File: config.mk
export PLATFORM = sky130hd
export DESIGN_NAME = bcd_tx
export DESIGN_NICKNAME = d
export VERILOG_FILES = /design/src/rtl/bcd_pkg.sv /design/src/rtl/bcd_digit_check.sv /design/src/rtl/bcd_tx.sv
export SDC_FILE = /design/constraint.sdc
export NUM_CORES = 1
export LEC_CHECK = 0
export CORE_AREA = 5 5 67 63
export CTS_CLUSTER_DIAMETER = 200
export DETAILED_ROUTE_END_ITERATION = 10
export DIE_AREA = 0 0 72 68
export PLACE_DENSITY = 0.66
export SLEW_MARGIN = 20
export SYNTH_ARGS = -nofsm -noshare
export SYNTH_HDL_FRONTEND = slang
export SYNTH_HIERARCHICAL = 1
export SYNTH_SLANG_ARGS = --single-unit
File: constraint.sdc
create_clock -name clk -period 3.3 [get_ports clk]
set_input_delay 0.825 -clock clk [delete_from_list [all_inputs] [get_ports clk]]
set_output_delay 0.825 -clock clk [all_outputs]
set_load 0.02 [all_outputs]
File: src/rtl/bcd_pkg.sv
// Shared definitions for the BCD serial transmitter: digit geometry and FSM state encoding.
// The PAR state exists only when BCD_TX_PARITY_EN is defined.
package bcd_pkg;

   localparam int BCD_DIGIT_W = 4;
   localparam int BCD_MAX     = 9;

   typedef enum logic [1:0] {
      ST_IDLE  = 2'd0,
      ST_SHIFT = 2'd1,
`ifdef BCD_TX_PARITY_EN
      ST_PAR   = 2'd2,
`endif
      ST_DONE  = 2'd3
   } state_t;

endpackage

File: src/rtl/bcd_digit_check.sv
// Flags a single 4-bit value that is not a legal BCD digit (greater than nine).
module bcd_digit_check
   import bcd_pkg::*;
(
   input  logic [BCD_DIGIT_W-1:0] i_digit,
   output logic                   o_invalid
);

   assign o_invalid = (i_digit > BCD_DIGIT_W'(BCD_MAX));

endmodule

File: src/rtl/bcd_tx.sv
// Serialises DIGITS packed BCD digits MSB first with a one-cycle done pulse and sticky load error.
// Define BCD_TX_PARITY_EN to append one odd-parity bit after the data bits.
module bcd_tx
   import bcd_pkg::*;
#(
   parameter int   DIGITS     = 2,
   parameter logic IDLE_LEVEL = 1'b0
) (
   input  logic                          clk,
   input  logic                          rst_syn,
   input  logic                          load,
   input  logic [BCD_DIGIT_W*DIGITS-1:0] Din,
   output logic                          Dout,
   output logic                          Dvalid,
   output logic                          busy,
   output logic                          done,
   output logic                          err,
   output logic [BCD_DIGIT_W-1:0]        Q
);

   localparam int         DW       = BCD_DIGIT_W * DIGITS;
   localparam logic [4:0] LAST_BIT = 5'(DW - 1);

   state_t                 r_state;
   logic [DW-1:0]          r_data;
   logic [DW-1:0]          r_shift;
   logic [4:0]             r_bitcnt;
   logic                   r_dout;
   logic                   r_dvalid;
   logic                   r_busy;
   logic                   r_done;
   logic                   r_err;
   logic [BCD_DIGIT_W-1:0] r_q;
`ifdef BCD_TX_PARITY_EN
   logic                   r_par;
`endif

   logic [DIGITS-1:0]      w_bad;
   logic [4:0]             w_next_cnt;
   logic [BCD_DIGIT_W-1:0] w_next_q;

   for (genvar g = 0; g < DIGITS; g++) begin : g_chk
      bcd_digit_check u_chk (
         .i_digit   (Din[g*BCD_DIGIT_W +: BCD_DIGIT_W]),
         .o_invalid (w_bad[g])
      );
   end

   // Digit that will be on the line after the next shift; index counts down from the MSD.
   // NOTE: every signal driven from always_comb gets a default first, otherwise a latch is inferred.
   always_comb begin
      w_next_cnt = r_bitcnt + 5'd1;
      w_next_q   = '0;
      for (int d = 0; d < DIGITS; d++) begin
         if (int'(w_next_cnt[4:2]) == DIGITS - 1 - d)
            w_next_q = r_data[d*BCD_DIGIT_W +: BCD_DIGIT_W];
      end
   end

   // r_shift holds the bits still to send, so Dout is always loaded from its MSB.
   // NOTE: sequential state uses non-blocking assignments so every register samples pre-edge values.
   always_ff @(posedge clk or posedge rst_syn) begin
      if (rst_syn) begin
         r_state  <= ST_IDLE;
         r_data   <= '0;
         r_shift  <= '0;
         r_bitcnt <= '0;
         r_dout   <= IDLE_LEVEL;
         r_dvalid <= 1'b0;
         r_busy   <= 1'b0;
         r_done   <= 1'b0;
         r_err    <= 1'b0;
         r_q      <= '0;
`ifdef BCD_TX_PARITY_EN
         r_par    <= 1'b0;
`endif
      end else begin
         case (r_state)
            ST_IDLE: begin
               if (load) begin
                  if (|w_bad) begin
                     r_err <= 1'b1;
                  end else begin
                     r_state  <= ST_SHIFT;
                     r_data   <= Din;
                     r_shift  <= {Din[DW-2:0], 1'b0};
                     r_bitcnt <= '0;
                     r_err    <= 1'b0;
                     r_dout   <= Din[DW-1];
                     r_dvalid <= 1'b1;
                     r_busy   <= 1'b1;
                     r_q      <= Din[DW-1 -: BCD_DIGIT_W];
`ifdef BCD_TX_PARITY_EN
                     r_par    <= ~^Din;
`endif
                  end
               end
            end
            ST_SHIFT: begin
               if (r_bitcnt == LAST_BIT) begin
                  r_q <= '0;
`ifdef BCD_TX_PARITY_EN
                  r_state  <= ST_PAR;
                  r_dout   <= r_par;
`else
                  r_state  <= ST_DONE;
                  r_dout   <= IDLE_LEVEL;
                  r_dvalid <= 1'b0;
                  r_done   <= 1'b1;
`endif
               end else begin
                  r_bitcnt <= w_next_cnt;
                  r_shift  <= {r_shift[DW-2:0], 1'b0};
                  r_dout   <= r_shift[DW-1];
                  r_q      <= w_next_q;
               end
            end
`ifdef BCD_TX_PARITY_EN
            ST_PAR: begin
               r_state  <= ST_DONE;
               r_dout   <= IDLE_LEVEL;
               r_dvalid <= 1'b0;
               r_done   <= 1'b1;
            end
`endif
            ST_DONE: begin
               r_state <= ST_IDLE;
               r_done  <= 1'b0;
               r_busy  <= 1'b0;
            end
            default: r_state <= ST_IDLE;
         endcase
      end
   end

   assign Dout   = r_dout;
   assign Dvalid = r_dvalid;
   assign busy   = r_busy;
   assign done   = r_done;
   assign err    = r_err;
   assign Q      = r_q;

endmodule

## Yosys cells after proc, flatten, opt, wreduce, memory -nomap -nowiden

Index checks and enable logic that the tools add are counted.

- Bits in registers: 32
- Output and inout port bits: 9
- Bits of input ports: 11

- Order comparisons: 2
- Multiplexer cells: 30
- Equality and inequality tests: 8
- Reduce and logical (&&, ||, !) cells: 14
- $add $sub $neg: 1
- Bitwise gates (word level): 1

Operator list:

| cell | number |
|---|---|
| 2-to-1 mux 8 bit | 3 |
| 2-to-1 mux 4 bit | 5 |
| one-hot mux 8 bit (2 select lines) | 1 |
| 2-to-1 mux 5 bit | 3 |
| AND reduction 3 bit | 4 |
| one-hot mux 5 bit (2 select lines) | 1 |
| greater-than comparator 4 bit (second input constant) | 2 |
| 2-to-1 mux 1 bit | 8 |
| != test 2 bit (second input constant) | 4 |
| one-hot mux 1 bit (2 select lines) | 4 |
| one-hot mux 4 bit (2 select lines) | 1 |
| AND reduction 4 bit | 2 |
| 2-to-1 mux 2 bit | 3 |
| nonzero test 2 bit | 3 |
| adder 5 x 1 -> 5 bit (second input constant) | 1 |
| equality test 5 x 3 -> 1 bit (second input constant) | 1 |
| one-hot mux 2 bit (2 select lines) | 1 |
| AND reduction 2 bit | 2 |
| equality test 3 x 2 -> 1 bit (second input constant) | 1 |
| logical NOT 3 bit | 1 |
| equality test 2 x 1 -> 1 bit (second input constant) | 1 |
| equality test 2 bit (second input constant) | 1 |
| logical NOT 2 bit | 1 |
| OR reduction 2 bit | 1 |
| inverter 1 bit | 1 |

## Longest topological paths before layout

- Depth after elaboration: 6
- Depth in mapped cells: 7
- Depth with buffers taken out: 7

## Cells and area by module

The synthesis kept the hierarchy.

Modules (own cells, without submodules):

| module | cells each | instances | area each (sq um) |
|---|---|---|---|
| bcd_tx | 156 | 1 | 1490.2 |
| bcd_digit_check | 1 | 2 | 7.5 |

## Worst setup path after synthesis

No wires, ideal clock.

- Path type: input to register
- From: input port Din[6]
- To: register r_bitcnt[4]
- Stages: 7
- Data required time: 3179 ps
- Arrival time: 1902 ps
- Library setup time: 121 ps
- Path slack: 1277 ps
- Path through: o21a_1 -> nor3b_2 -> nor2_1 -> or2_1 -> clkinv_1 -> o21ai_1 -> a22o_1

- Longest elaborated chain between the ends: 4

RTL lines:

| what | line | source |
|---|---|---|
| start, declared | bcd_tx.sv:12 | `input logic [BCD_DIGIT_W*DIGITS-1:0] Din,` |
| greater-than comparator 4 bit | bcd_digit_check.sv:9 | `assign o_invalid = (i_digit > BCD_DIGIT_W'(BCD_MAX));` |
| OR reduction 2 bit | bcd_tx.sv:81 | `if (\|w_bad) begin` |
| != test 2 bit (no source line) | - |  |
| AND reduction 4 bit (no source line) | - |  |
| end signal, assigned | bcd_tx.sv:112 | `r_bitcnt <= w_next_cnt;` |
| end, declared | bcd_tx.sv:27 | `logic [4:0] r_bitcnt;` |

No other way between the ends.
A chain may end at the register's enable or synchronous reset.

## Final worst setup path

- From: input port Din[6]
- To: register r_bitcnt[4]

- Longest elaborated chain between the ends: 4

RTL lines:

| what | line | source |
|---|---|---|
| greater-than comparator 4 bit | bcd_digit_check.sv:9 |  |
| named net w_bad[1] | bcd_tx.sv:38 | `logic [DIGITS-1:0] w_bad;` |
| OR reduction 2 bit | bcd_tx.sv:81 |  |
| != test 2 bit (no source line) | - |  |
| AND reduction 4 bit (no source line) | - |  |

The timed path passes the listed nets, and every way through them passes these cells.

==> impl_metrics.json <==
{
  "hold_end": "r_shift[6]",
  "postCtsResizedCells": 0,
  "ys_top_cells_by_area": "dfrtp_1 (52%), nand2_1 (9.0%), mux2i_1 (4.0%)",
  "synthCells": 158,
  "min_from": "r_shift[6]",
  "gr-usage-met3_pct": 4.85,
  "cts_tree": "yes",
  "setup_violations": 0,
  "cellPowerDensity_nw_per_um2": 1030,
  "clk_pin_slew_worst_paths_ns": 0.06,
  "dieArea_um2": 4900,
  "placedCellCount": 218,
  "synth_cell_type_count": 39,
  "crit_path_max_fanout": 5,
  "n_antenna_cell": 0,
  "ys.flop_type": "dfrtp_1",
  "worstHoldPathCells": 2,
  "p_leak_uw": 0.000819,
  "post-place-ws_ns": 0.620,
  "yosysSeqAreaShare_pct": 51.5,
  "clock-sinks": 31,
  "top_usage_layer": "met2",
  "drc_errors": 0,
  "synth_warnings": 6,
  "rsz0062_at_grt": "no",
  "cts_buffers": 5,
  "wl_per_cell_um": 14.5,
  "wl_mm": 3.28,
  "core_area_um2": 3520,
  "finalCritPeriodShare_pct": 72.6,
  "fin_area_um2": 1820,
  "layout_setup_ws_ns": 0.905,
  "synth_area_um2": 1510,
  "critPathKind": "in -> reg",
  "reg2reg_to": "r_bitcnt[3]",
  "via_per_inst": 5.30,
  "slew_violations": 0,
  "drt-initial-drc-count": 98,
  "place.gp.congestion": 0.799,
  "synth_common_cells": "nand2_1 (36), dfrtp_1 (31), o21ai_0 (10), nor2_1 (9), o21ai_1 (7)",
  "hpwlAfterDp_mm": 2.36,
  "hp-class": "reg -> reg",
  "drtPass1Iterations": 4,
  "final_layout_size_suffix_gt1_share_pct": 10.0,
  "die_h_um": 68,
  "yosys.area.top_type": "dfrtp_1",
  "nets": 191,
  "synth_edf_count": 0,
  "placed_area_um2": 1720,
  "tns_ns": 0,
  "vias": 1197,
  "clock.fmax_ghz": 0.417,
  "cp-start-kind": "primary input",
  "fin_crit_ns": 2.40,
  "ant_nets": 0,
  "area_delta_synth_final_pct": 20.8,
  "initial_core_util_pct": 42.8,
  "clockBufferDepth": 2,
  "grt_pass1_vias": 1131,
  "cts_hold_buf": 0,
  "grt_max_degree": 32,
  "hold_viol": 0,
  "htree_levels": 2,
  "final_cells": 226,
  "cp.required_ns": 3.47,
  "synthArstFlopShare_pct": 100,
  "worst_pin_slew_ns": 0.669,
  "syn-num-nets": 170,
  "clock-root-buffer": "clkbuf_8",
  "grt_pass1_wl_mm": 5.53,
  "grt_util_met2_pct": 22.5,
  "yosysMostFrequentCell": "nand2_1",
  "reg2reg_from": "r_state[1]",
  "avgSynthCellArea_um2": 9.53,
  "grt_overflow": 0,
  "track_usage_pct": 15.1,
  "yosys.area.top_type_share_pct": 51.5,
  "die_w_um": 72,
  "peakVddDrop_uv": 533,
  "r2r_cells": 5,
  "gr-usage-met1_pct": 20.3,
  "cap_violations": 0,
  "filler_cell_count": 340,
  "cts_setup_buffers": 0,
  "synth_seq_cells": 31,
  "max_slew_margin_pct": 55.4,
  "clk_latency_ns": 0.29,
  "rrSetupSlack_ns": 1.13,
  "outcome": "completed",
  "ioPinCount": 20,
  "fp-row-count": 21,
  "io_buffers": 19,
  "finalPower_uw": 1860,
  "finClkSkew_ns": 0.00682,
  "cp.arrival_ns": 2.57,
  "worst_setup_path_end_kind": "flip-flop",
  "antenna_found_initial": 0
}
-- cell type report --
cell class / count / area (um2) / share of cell area (%)
inverter: 5 / 18.8 / 1.03
multi-input combinational: 115 / 661 / 36.3
sequential: 31 / 776 / 42.7
clock buffer: 8 / 100 / 5.51
timing repair buffer: 21 / 205 / 11.3
tap: 46 / 57.6 / 3.17
-- flip-flops by register name, summed over array words and instances (netlist names) --
name      flops
r_data        8
Dvalid        1
Dout          1
err           1
r_state       2
r_shift       7
r_bitcnt      5
busy          1
Q             4
done          1
-- worst max-delay path by stage --
stage            from          end  slack (ns)  depth (start not counted)
2_1_floorplan  Din[6]  r_bitcnt[4]        1.28                          7
3_3_place_gp   Din[3]  r_bitcnt[3]        0.68                          7
3_5_place_dp   Din[3]  r_bitcnt[3]        0.62                          7
4_1_cts        Din[3]  r_bitcnt[3]        0.92                          7
5_1_grt        Din[3]  r_bitcnt[3]        0.77                          7
6_report       Din[6]  r_bitcnt[4]        0.90                          8
-- worst max-delay path: stages --
cell and delay [ns]:
clkdlybuf4s50_1 0.46, o21a_1 0.22, nor3b_2 0.31, nor2_1 0.07, or2_1 0.27, clkinv_1 0.10, o21ai_1 0.07, a22o_1 0.25
-- through the flow --
step	utilization, %	hold WS (ns)
2_1_floorplan	-	0.442
3_3_place_gp	48.8	0.457
3_5_place_dp	48.8	0.467
4_1_cts	51.6	0.485
5_1_grt	51.6	0.516
6_report	51.6	0.480
-- cell families after synthesis --
kind of cell	count (synthesis)	share of synthesized area, %
AOI/OAI and AO/OA	42	18.3
adders and majority gates	1	0.831
buffers and inverters	12	4.57
DFF	31	51.5
muxes	6	3.99
and+or+nand+nor	66	20.8
-- report_power, final --
part | internal, uW | total, uW | leakage (uW) | switching, uW
combinational | 361 | 839 | 0.000380 | 478
clock | 190 | 327 | 0.0000515 | 137
sequential | 552 | 698 | 0.000387 | 146
-- per-layer routing --
metal,wire [um],part of all wire [%]
met4,18,0.55
met2,1550,47
met1,1590,49
met5,0,0
met3,115,3.5
-- placed cells by master (no fill, tap or decap), types with 2 or more instances in the layout --
master and n:
a21oi_1 5, clkbuf_8 7, a221o_1 3, inv_1 4, a21oi_2 2, a22o_1 2, nand2_1 36, a31oi_1 4
o21ai_1 7, o21ai_0 10, buf_4 2, nand4_1 4, clkdlybuf4s50_1 19, dfrtp_1 31, o21a_1 2, mux2i_1 6
and2_1 2, and3_1 2, nand3_1 4, nor2_1 9
Note: power is estimated with default switching activity, not from simulation.
